### config.mk
export PLATFORM = sky130hd
export DESIGN_NAME = text_renderer_flat
export DESIGN_NICKNAME = d
export VERILOG_FILES = /design/src/rtl/text_pkg.sv /design/src/rtl/text_renderer_if.sv /design/src/rtl/sig_delay.sv /design/src/rtl/text_renderer.sv /design/src/flat_wrapper.sv
export SDC_FILE = /design/constraint.sdc
export NUM_CORES = 1
export LEC_CHECK = 0
export ABC_AREA = 0
export CAP_MARGIN = 20
export CORE_UTILIZATION = 25
export CTS_CLUSTER_DIAMETER = 40
export DETAILED_ROUTE_END_ITERATION = 12
export SYNTH_ARGS = -nofsm -noshare
export SYNTH_HDL_FRONTEND = slang
export SYNTH_SLANG_ARGS = --single-unit
### constraint.sdc
create_clock -name i_clk -period 1.15 [get_ports i_clk]
set_input_delay 0.345 -clock i_clk [delete_from_list [all_inputs] [get_ports i_clk]]
set_output_delay 0.345 -clock i_clk [all_outputs]
set_load 0.05 [all_outputs]
### src/rtl/text_pkg.sv
// Shared constants and cell-address payload for the text display pipeline.
package text_pkg;

  localparam int unsigned DEFAULT_MAXCOL       = 59;
  localparam int unsigned DEFAULT_MAXLIN       = 33;
  localparam int unsigned DEFAULT_BLINK_FRAMES = 16;
  localparam int unsigned FONT_W               = 8;
  localparam int unsigned FONT_H               = 8;
  localparam int unsigned CELL_W               = 6;
  localparam int unsigned ADDR_W               = 12;
  localparam int unsigned CHR_W                = 8;
  localparam int unsigned ROW_W                = 3;
  localparam int unsigned ROM_ADDR_W           = 11;
  localparam int unsigned COORD_W              = 10;
  localparam int unsigned RENDER_LATENCY       = 4;
  localparam logic [CHR_W-1:0] FIRST_PRINTABLE = 8'h20;

  typedef struct packed {
    logic [CELL_W-1:0] lin;
    logic [CELL_W-1:0] col;
  } cell_t;

endpackage

### src/rtl/text_renderer_if.sv
// Sync-generator, text-RAM, font-ROM and cursor signals around the renderer.
interface text_renderer_if;
  import text_pkg::*;

  logic [COORD_W-1:0]    i_x;
  logic [COORD_W-1:0]    i_y;
  logic                  i_de;
  logic                  i_hsync;
  logic                  i_vsync;
  logic [ADDR_W-1:0]     o_ram_addr;
  logic [CHR_W-1:0]      i_ram_data;
  logic [ROM_ADDR_W-1:0] o_rom_addr;
  logic [CHR_W-1:0]      i_rom_data;
  logic                  i_cursor_en;
  logic [ADDR_W-1:0]     i_cursor_addr;
  logic                  o_pixel;
  logic                  o_de;
  logic                  o_hsync;
  logic                  o_vsync;

  modport master (
    input  i_x, i_y, i_de, i_hsync, i_vsync, i_ram_data, i_rom_data,
           i_cursor_en, i_cursor_addr,
    output o_ram_addr, o_rom_addr, o_pixel, o_de, o_hsync, o_vsync
  );

  modport slave (
    output i_x, i_y, i_de, i_hsync, i_vsync, i_ram_data, i_rom_data,
           i_cursor_en, i_cursor_addr,
    input  o_ram_addr, o_rom_addr, o_pixel, o_de, o_hsync, o_vsync
  );

endinterface

### src/rtl/sig_delay.sv
// Fixed-depth shift register with synchronous clear.
module sig_delay #(
  parameter int unsigned WIDTH = 1,
  parameter int unsigned DEPTH = 1
) (
  input  logic             clk,
  input  logic             rst,
  input  logic [WIDTH-1:0] d,
  output logic [WIDTH-1:0] q
);

  logic [DEPTH*WIDTH-1:0] chain;

  if (DEPTH == 1) begin : g_single
    always_ff @(posedge clk) begin
      if (rst) chain <= '0;
      else     chain <= d;
    end
  end else begin : g_chain
    always_ff @(posedge clk) begin
      if (rst) chain <= '0;
      else     chain <= {chain[(DEPTH-1)*WIDTH-1:0], d};
    end
  end

  assign q = chain[DEPTH*WIDTH-1 -: WIDTH];

endmodule

### src/rtl/text_renderer.sv
// Turns sync-generator pixel positions into text-RAM/font-ROM reads and a
// monochrome pixel, four cycles later, with an optional blinking underline cursor.
module text_renderer
  import text_pkg::*;
#(
  parameter int unsigned MAXCOL       = DEFAULT_MAXCOL,
  parameter int unsigned MAXLIN       = DEFAULT_MAXLIN,
  parameter int unsigned BLINK_FRAMES = DEFAULT_BLINK_FRAMES
) (
  input  logic            i_clk,
  input  logic            i_rst,
  text_renderer_if.master bus
);

  localparam int unsigned CNT_W   = (BLINK_FRAMES > 1) ? $clog2(BLINK_FRAMES) : 1;
  localparam int unsigned FRONT_W = 5 + ROW_W;

  cell_t              cell_in;
  logic               outside_in;
  logic               cursor_in;
  logic [FRONT_W-1:0] front_d;
  logic [FRONT_W-1:0] front_q;
  logic               de3, hsync3, vsync3, outside3, cursor3;
  logic [ROW_W-1:0]   x3;
  logic [ROW_W-1:0]   y2;
  cell_t              ram_addr_q;
  logic               ctrl3;
  logic               pixel_q, de_q, hsync_q, vsync_q;
  logic               vsync_prev;
  logic               vsync_rise;
  logic [CNT_W-1:0]   blink_cnt;
  logic               blink_phase;

  assign cell_in    = cell_t'({bus.i_y[8:3], bus.i_x[8:3]});
  assign outside_in = bus.i_x[9] | bus.i_y[9] |
                      (cell_in.col > CELL_W'(MAXCOL)) | (cell_in.lin > CELL_W'(MAXLIN));
  // Cursor decision is taken at input sample time so enable/phase changes land on that pixel.
  assign cursor_in  = bus.i_cursor_en & blink_phase &
                      (cell_in == cell_t'(bus.i_cursor_addr)) &
                      (bus.i_y[2:0] == ROW_W'(FONT_H - 1));

  assign front_d = {bus.i_de, bus.i_hsync, bus.i_vsync, outside_in, cursor_in, bus.i_x[2:0]};

  sig_delay #(.WIDTH(FRONT_W), .DEPTH(RENDER_LATENCY - 1)) u_front (
    .clk (i_clk),
    .rst (i_rst),
    .d   (front_d),
    .q   (front_q)
  );

  assign {de3, hsync3, vsync3, outside3, cursor3, x3} = front_q;

  sig_delay #(.WIDTH(ROW_W), .DEPTH(2)) u_yrow (
    .clk (i_clk),
    .rst (i_rst),
    .d   (bus.i_y[2:0]),
    .q   (y2)
  );

  // RAM address stage and control-character flag for the ROM-data stage
  always_ff @(posedge i_clk) begin
    if (i_rst) begin
      ram_addr_q <= '0;
      ctrl3      <= 1'b0;
    end else begin
      ram_addr_q <= cell_in;
      ctrl3      <= (bus.i_ram_data < FIRST_PRINTABLE);
    end
  end

  assign bus.o_ram_addr = ram_addr_q;
  assign bus.o_rom_addr = {bus.i_ram_data, y2};

  // Output stage: blanking, glyph bit select and cursor override
  always_ff @(posedge i_clk) begin
    if (i_rst) begin
      pixel_q <= 1'b0;
      de_q    <= 1'b0;
      hsync_q <= 1'b0;
      vsync_q <= 1'b0;
    end else begin
      pixel_q <= de3 & ~outside3 & (cursor3 | (~ctrl3 & bus.i_rom_data[~x3]));
      de_q    <= de3;
      hsync_q <= hsync3;
      vsync_q <= vsync3;
    end
  end

  assign bus.o_pixel = pixel_q;
  assign bus.o_de    = de_q;
  assign bus.o_hsync = hsync_q;
  assign bus.o_vsync = vsync_q;

  // Tracks vsync through reset so a level held across release is not seen as an edge.
  always_ff @(posedge i_clk) begin
    vsync_prev <= bus.i_vsync;
  end

  assign vsync_rise = bus.i_vsync & ~vsync_prev;

  always_ff @(posedge i_clk) begin
    if (i_rst) begin
      blink_cnt   <= '0;
      blink_phase <= 1'b0;
    end else if (vsync_rise) begin
      if (blink_cnt == CNT_W'(BLINK_FRAMES - 1)) begin
        blink_cnt   <= '0;
        blink_phase <= ~blink_phase;
      end else begin
        blink_cnt <= blink_cnt + CNT_W'(1);
      end
    end
  end

endmodule

### src/flat_wrapper.sv
// flat-port wrapper written by rule: the top's interface ports become plain ports
module text_renderer_flat import text_pkg::*;
#(
  parameter int unsigned MAXCOL       = DEFAULT_MAXCOL,
  parameter int unsigned MAXLIN       = DEFAULT_MAXLIN,
  parameter int unsigned BLINK_FRAMES = DEFAULT_BLINK_FRAMES
)
  (i_clk, i_rst, bus_i_x, bus_i_y, bus_i_de, bus_i_hsync, bus_i_vsync, bus_i_ram_data, bus_i_rom_data, bus_i_cursor_en, bus_i_cursor_addr, bus_o_ram_addr, bus_o_rom_addr, bus_o_pixel, bus_o_de, bus_o_hsync, bus_o_vsync);
  text_renderer_if bus_i ();
  input  logic i_clk;
  input  logic i_rst;
  input wire logic [$bits(bus_i.i_x)-1:0] bus_i_x;
  input wire logic [$bits(bus_i.i_y)-1:0] bus_i_y;
  input wire logic [$bits(bus_i.i_de)-1:0] bus_i_de;
  input wire logic [$bits(bus_i.i_hsync)-1:0] bus_i_hsync;
  input wire logic [$bits(bus_i.i_vsync)-1:0] bus_i_vsync;
  input wire logic [$bits(bus_i.i_ram_data)-1:0] bus_i_ram_data;
  input wire logic [$bits(bus_i.i_rom_data)-1:0] bus_i_rom_data;
  input wire logic [$bits(bus_i.i_cursor_en)-1:0] bus_i_cursor_en;
  input wire logic [$bits(bus_i.i_cursor_addr)-1:0] bus_i_cursor_addr;
  output wire logic [$bits(bus_i.o_ram_addr)-1:0] bus_o_ram_addr;
  output wire logic [$bits(bus_i.o_rom_addr)-1:0] bus_o_rom_addr;
  output wire logic [$bits(bus_i.o_pixel)-1:0] bus_o_pixel;
  output wire logic [$bits(bus_i.o_de)-1:0] bus_o_de;
  output wire logic [$bits(bus_i.o_hsync)-1:0] bus_o_hsync;
  output wire logic [$bits(bus_i.o_vsync)-1:0] bus_o_vsync;
  assign bus_i.i_x = bus_i_x;
  assign bus_i.i_y = bus_i_y;
  assign bus_i.i_de = bus_i_de;
  assign bus_i.i_hsync = bus_i_hsync;
  assign bus_i.i_vsync = bus_i_vsync;
  assign bus_i.i_ram_data = bus_i_ram_data;
  assign bus_i.i_rom_data = bus_i_rom_data;
  assign bus_i.i_cursor_en = bus_i_cursor_en;
  assign bus_i.i_cursor_addr = bus_i_cursor_addr;
  assign bus_o_ram_addr = bus_i.o_ram_addr;
  assign bus_o_rom_addr = bus_i.o_rom_addr;
  assign bus_o_pixel = bus_i.o_pixel;
  assign bus_o_de = bus_i.o_de;
  assign bus_o_hsync = bus_i.o_hsync;
  assign bus_o_vsync = bus_i.o_vsync;
  text_renderer #(.MAXCOL(MAXCOL), .MAXLIN(MAXLIN), .BLINK_FRAMES(BLINK_FRAMES)) u_core (.i_clk(i_clk), .i_rst(i_rst), .bus(bus_i));
endmodule
==> flow_summary_export.csv <==
group,metric,value,unit
routing,num_vias,1293,
synthesis,yosys.area.top_type_share,58.1,%
finish,final_design_area_no_fill,3030,um^2
worst_hold_path,worstHoldPathCells,2,
finish,n_antenna_cell,0,
timing,worst_slew_pin_slew,312,ps
clocking,cts.sinks,53,
timing,period_share,103,%
synthesis,synth_top_area_cell,"dfxtp_1",
timing,fin_ws,-31.3,ps
clocking,cts_tree,"done",
die,die_x,87.5,um
die,ios,81,
routing,dr.pass1.iters,4,
setup_path,critPathKind,"flip-flop to flip-flop",
placement,portBuffers,70,
clocking,holdBufCountCts,0,
setup_path,ff2ff_setup_slack,-30,ps
timing,report.final.slew_viol_count,0,
timing,setup_viol,2,
finish,final_cell_mix,"nor2b_1 (43), dfxtp_1 (32), clkdlybuf4s50_1 (31), buf_12 (22), dfxtp_2 (21)",
global_routing,grt_max_degree,21,
synthesis,syn-instance-count,166,
die,die-area,7650,um^2
routing,detail_route.wl_per_cell,10.3,um
synthesis,ys_ff_latch,53,
placement,dpl_worst_slack,-459,ps
synthesis,syn_avg_cell_area,11.0,um^2
placement,gp_congestion,0.746,
pwr,p_leak,1.22,nW
timing,rsz0062_at_grt,"true",
global_routing,grt_pass1_wl,5480,um
pwr,p_int,2.71,mW
routing,drc,0,
clocking,clock_path_buffers,2,
clocking,clk-insertion-delay-late,300,ps
placement,hpwl,2690,um
synthesis,synth_area_leaders,"dfxtp_1 (58%), nor2b_1 (15%), xnor2_1 (5.8%)",
timing,finalClockSkew,5.19,ps
setup_path,cp.arrival,1370,ps
pwr,p_sw,0.877,mW
setup_path,cp_data_required_time,1340,ps
placement,dp.cells,330,
routing,totalWireLength,3510,um
pwr,swShare,24.4,%
finish,fin_nets,298,
worst_hold_path,min_path_type,"input port to flip-flop",
finish,stdcell_count,340,
pwr,pwr-share-clk,28.5,%
synthesis,ys_seq_area_share,58.1,%
clocking,htreeDepth,2,
clocking,cts_buffers,5,
setup_path,startpoint_type,"flip-flop",
timing,relSlewSlack,79.2,%
pwr,comb_power_share,17.2,%
finish,area_growth,65.7,%
global_routing,overflow,0,
die,initial_core_util,26.4,%
setup_path,reg2reg_depth,3,
finish,final_layout_size_suffix_gt1_share,30.7,%
synthesis,synth_nets,221,
global_routing,grt_use_total,9.65,%
pwr,peakVddDrop,0.495,mV
pwr,pwr-share-seq,54.2,%
setup_path,worstSetupEndpointType,"flip-flop",
die,die_h,87.5,um
die,rows,30,
synthesis,synthDistinctLibCells,29,
worst_hold_path,worstHoldEndpoint,"u_core.u_yrow.chain[2]",
synthesis,syn-cell-area,1830,um^2
global_routing,grt_antenna_before_repair,0,
outcome,failed_checks,"negative setup slack",
routing,ant_nets,0,
pwr,power_density,1190,nW/um^2
timing,hold_viol_final,0,
clocking,cts_root_buf,"clkbuf_8",
clocking,clk_pin_slew,90,ps
finish,final_common_cell,"nor2b_1",
pwr,power.total,3.59,mW
synthesis,yosysWarnings,0,
routing,viasPerCell,3.80,
setup_path,crit_path_max_fanout,2,
timing,fmax,847,MHz
timing,fin_crit,1180,ps
setup_path,reg2reg_from,"u_core.u_front.chain[17]",
worst_hold_path,min-delay-start,"i_rst",
run,maxCapViolCount,0,
setup_path,r2r_end,"u_core.bus.o_pixel",
routing,dr.first_iter.drc_count,21,
global_routing,grt_pass1_vias,1215,
outcome,status,"finished, violations left",
die,core_area,6910,um^2
finish,fin_util,43.8,%
placement,place_area,2870,um^2
## power by group through the flow
stage | clock network [mW] | registers [mW] | logic (mW)
6_report | 1.02 | 1.95 | 0.618
5_1_grt | 1.15 | 1.96 | 0.655
4_1_cts | 1.06 | 1.95 | 0.626
3_5_place_dp | 0 | 1.98 | 0.631
3_3_place_gp | 0 | 1.98 | 0.629
2_1_floorplan | 0 | 2.05 | 0.228
## registers in the layout (all words and copies together) (netlist names)
| signal | flops |
|---|---|
| u_core.blink_cnt | 4 |
| u_core.blink_phase | 1 |
| u_core.bus.o_de | 1 |
| u_core.bus.o_hsync | 1 |
| u_core.bus.o_pixel | 1 |
| u_core.bus.o_ram_addr | 12 |
| u_core.bus.o_vsync | 1 |
| u_core.ctrl3 | 1 |
| u_core.u_front.chain | 24 |
| u_core.u_yrow.chain | 6 |
| u_core.vsync_prev | 1 |
## metal layers
layer	wire length, um	track usage (%)
met1	1480	10.5
met2	1780	17.0
met3	195	3.13
met4	49	4.47
met5	0	0
## cells in the mapped netlist
library cell,instances
dfxtp_1,53
nor2b_1,43
xnor2_1,12
buf_4,11
nand2_1,6
a21oi_1,4
nand4_1,4
clkbuf_1,3
nor2_1,3
buf_2,2
inv_1,2
mux2_2,2
nand3b_1,2
nor4_1,2
o21ai_0,2
or3_1,2
a311o_1,1
a31oi_1,1
and4_1,1
ha_1,1
mux2i_1,1
mux4_2,1
nand2b_1,1
nor3b_1,1
o21ai_1,1
o22ai_2,1
o311ai_0,1
o41ai_1,1
xor2_1,1
## stage by stage
step | setup TNS [ps] | hold slack, ps
global route | -193 | 254
finish | -33.9 | 255
CTS | -92.0 | 245
floorplan | 0 | 373
global placement | -3570 | 418
detailed placement | -3730 | 422
## final cells by class
| type | instances | area, um^2 |
|---|---|---|
| Tap cell | 96 | 120 |
| Timing Repair Buffer | 86 | 1040 |
| Multi-Input combinational cell | 95 | 682 |
| Sequential cell | 53 | 1090 |
| Clock buffer | 6 | 72.6 |
| Inverter | 2 | 7.51 |
| Fill cell | 661 | 3880 |
| Clock inverter | 2 | 13.8 |
## critical path, cell delays in order, from the launching register on
cell and delay [ps]:
dfxtp_2 350, mux4_2 510, o22ai_2 150, o21ai_1 70
## worst max path at each step
| stage | startpoint | cells after the start | slack (ps) | end |
|---|---|---|---|---|
| 5_1_grt | u_core.u_front.chain[17] | 3 | -80 | u_core.bus.o_pixel |
| 2_1_floorplan | u_core.blink_cnt[0] | 4 | 3 | u_core.blink_phase |
| 4_1_cts | u_core.u_front.chain[17] | 3 | -80 | u_core.bus.o_pixel |
| 3_5_place_dp | bus_i_vsync | 4 | -460 | u_core.blink_cnt[3] |
| 6_report | u_core.u_front.chain[17] | 3 | -30 | u_core.bus.o_pixel |
| 3_3_place_gp | bus_i_vsync | 4 | -420 | u_core.blink_cnt[3] |
## cells by family after synthesis
group / after synthesis / synth area share (%)
AND/OR/NAND/NOR: 65 / 21.4
flip-flops: 53 / 58.1
buffers and inverters: 18 / 6.10
XOR/XNOR: 13 / 6.24
AO/OA/AOI/OAI: 12 / 4.46
multiplexers: 4 / 3.02
adder cells (fa/ha/maj): 1 / 0.685
## repair_timing
action,in CTS,in global routing
buffers inserted,1,1
resized for setup,30,11
endpoints found under the hold margin,0,0
pin swaps,2,8
endpoints found under the setup margin,28,16
No activity file was read; power rests on OpenSTA's default activity.
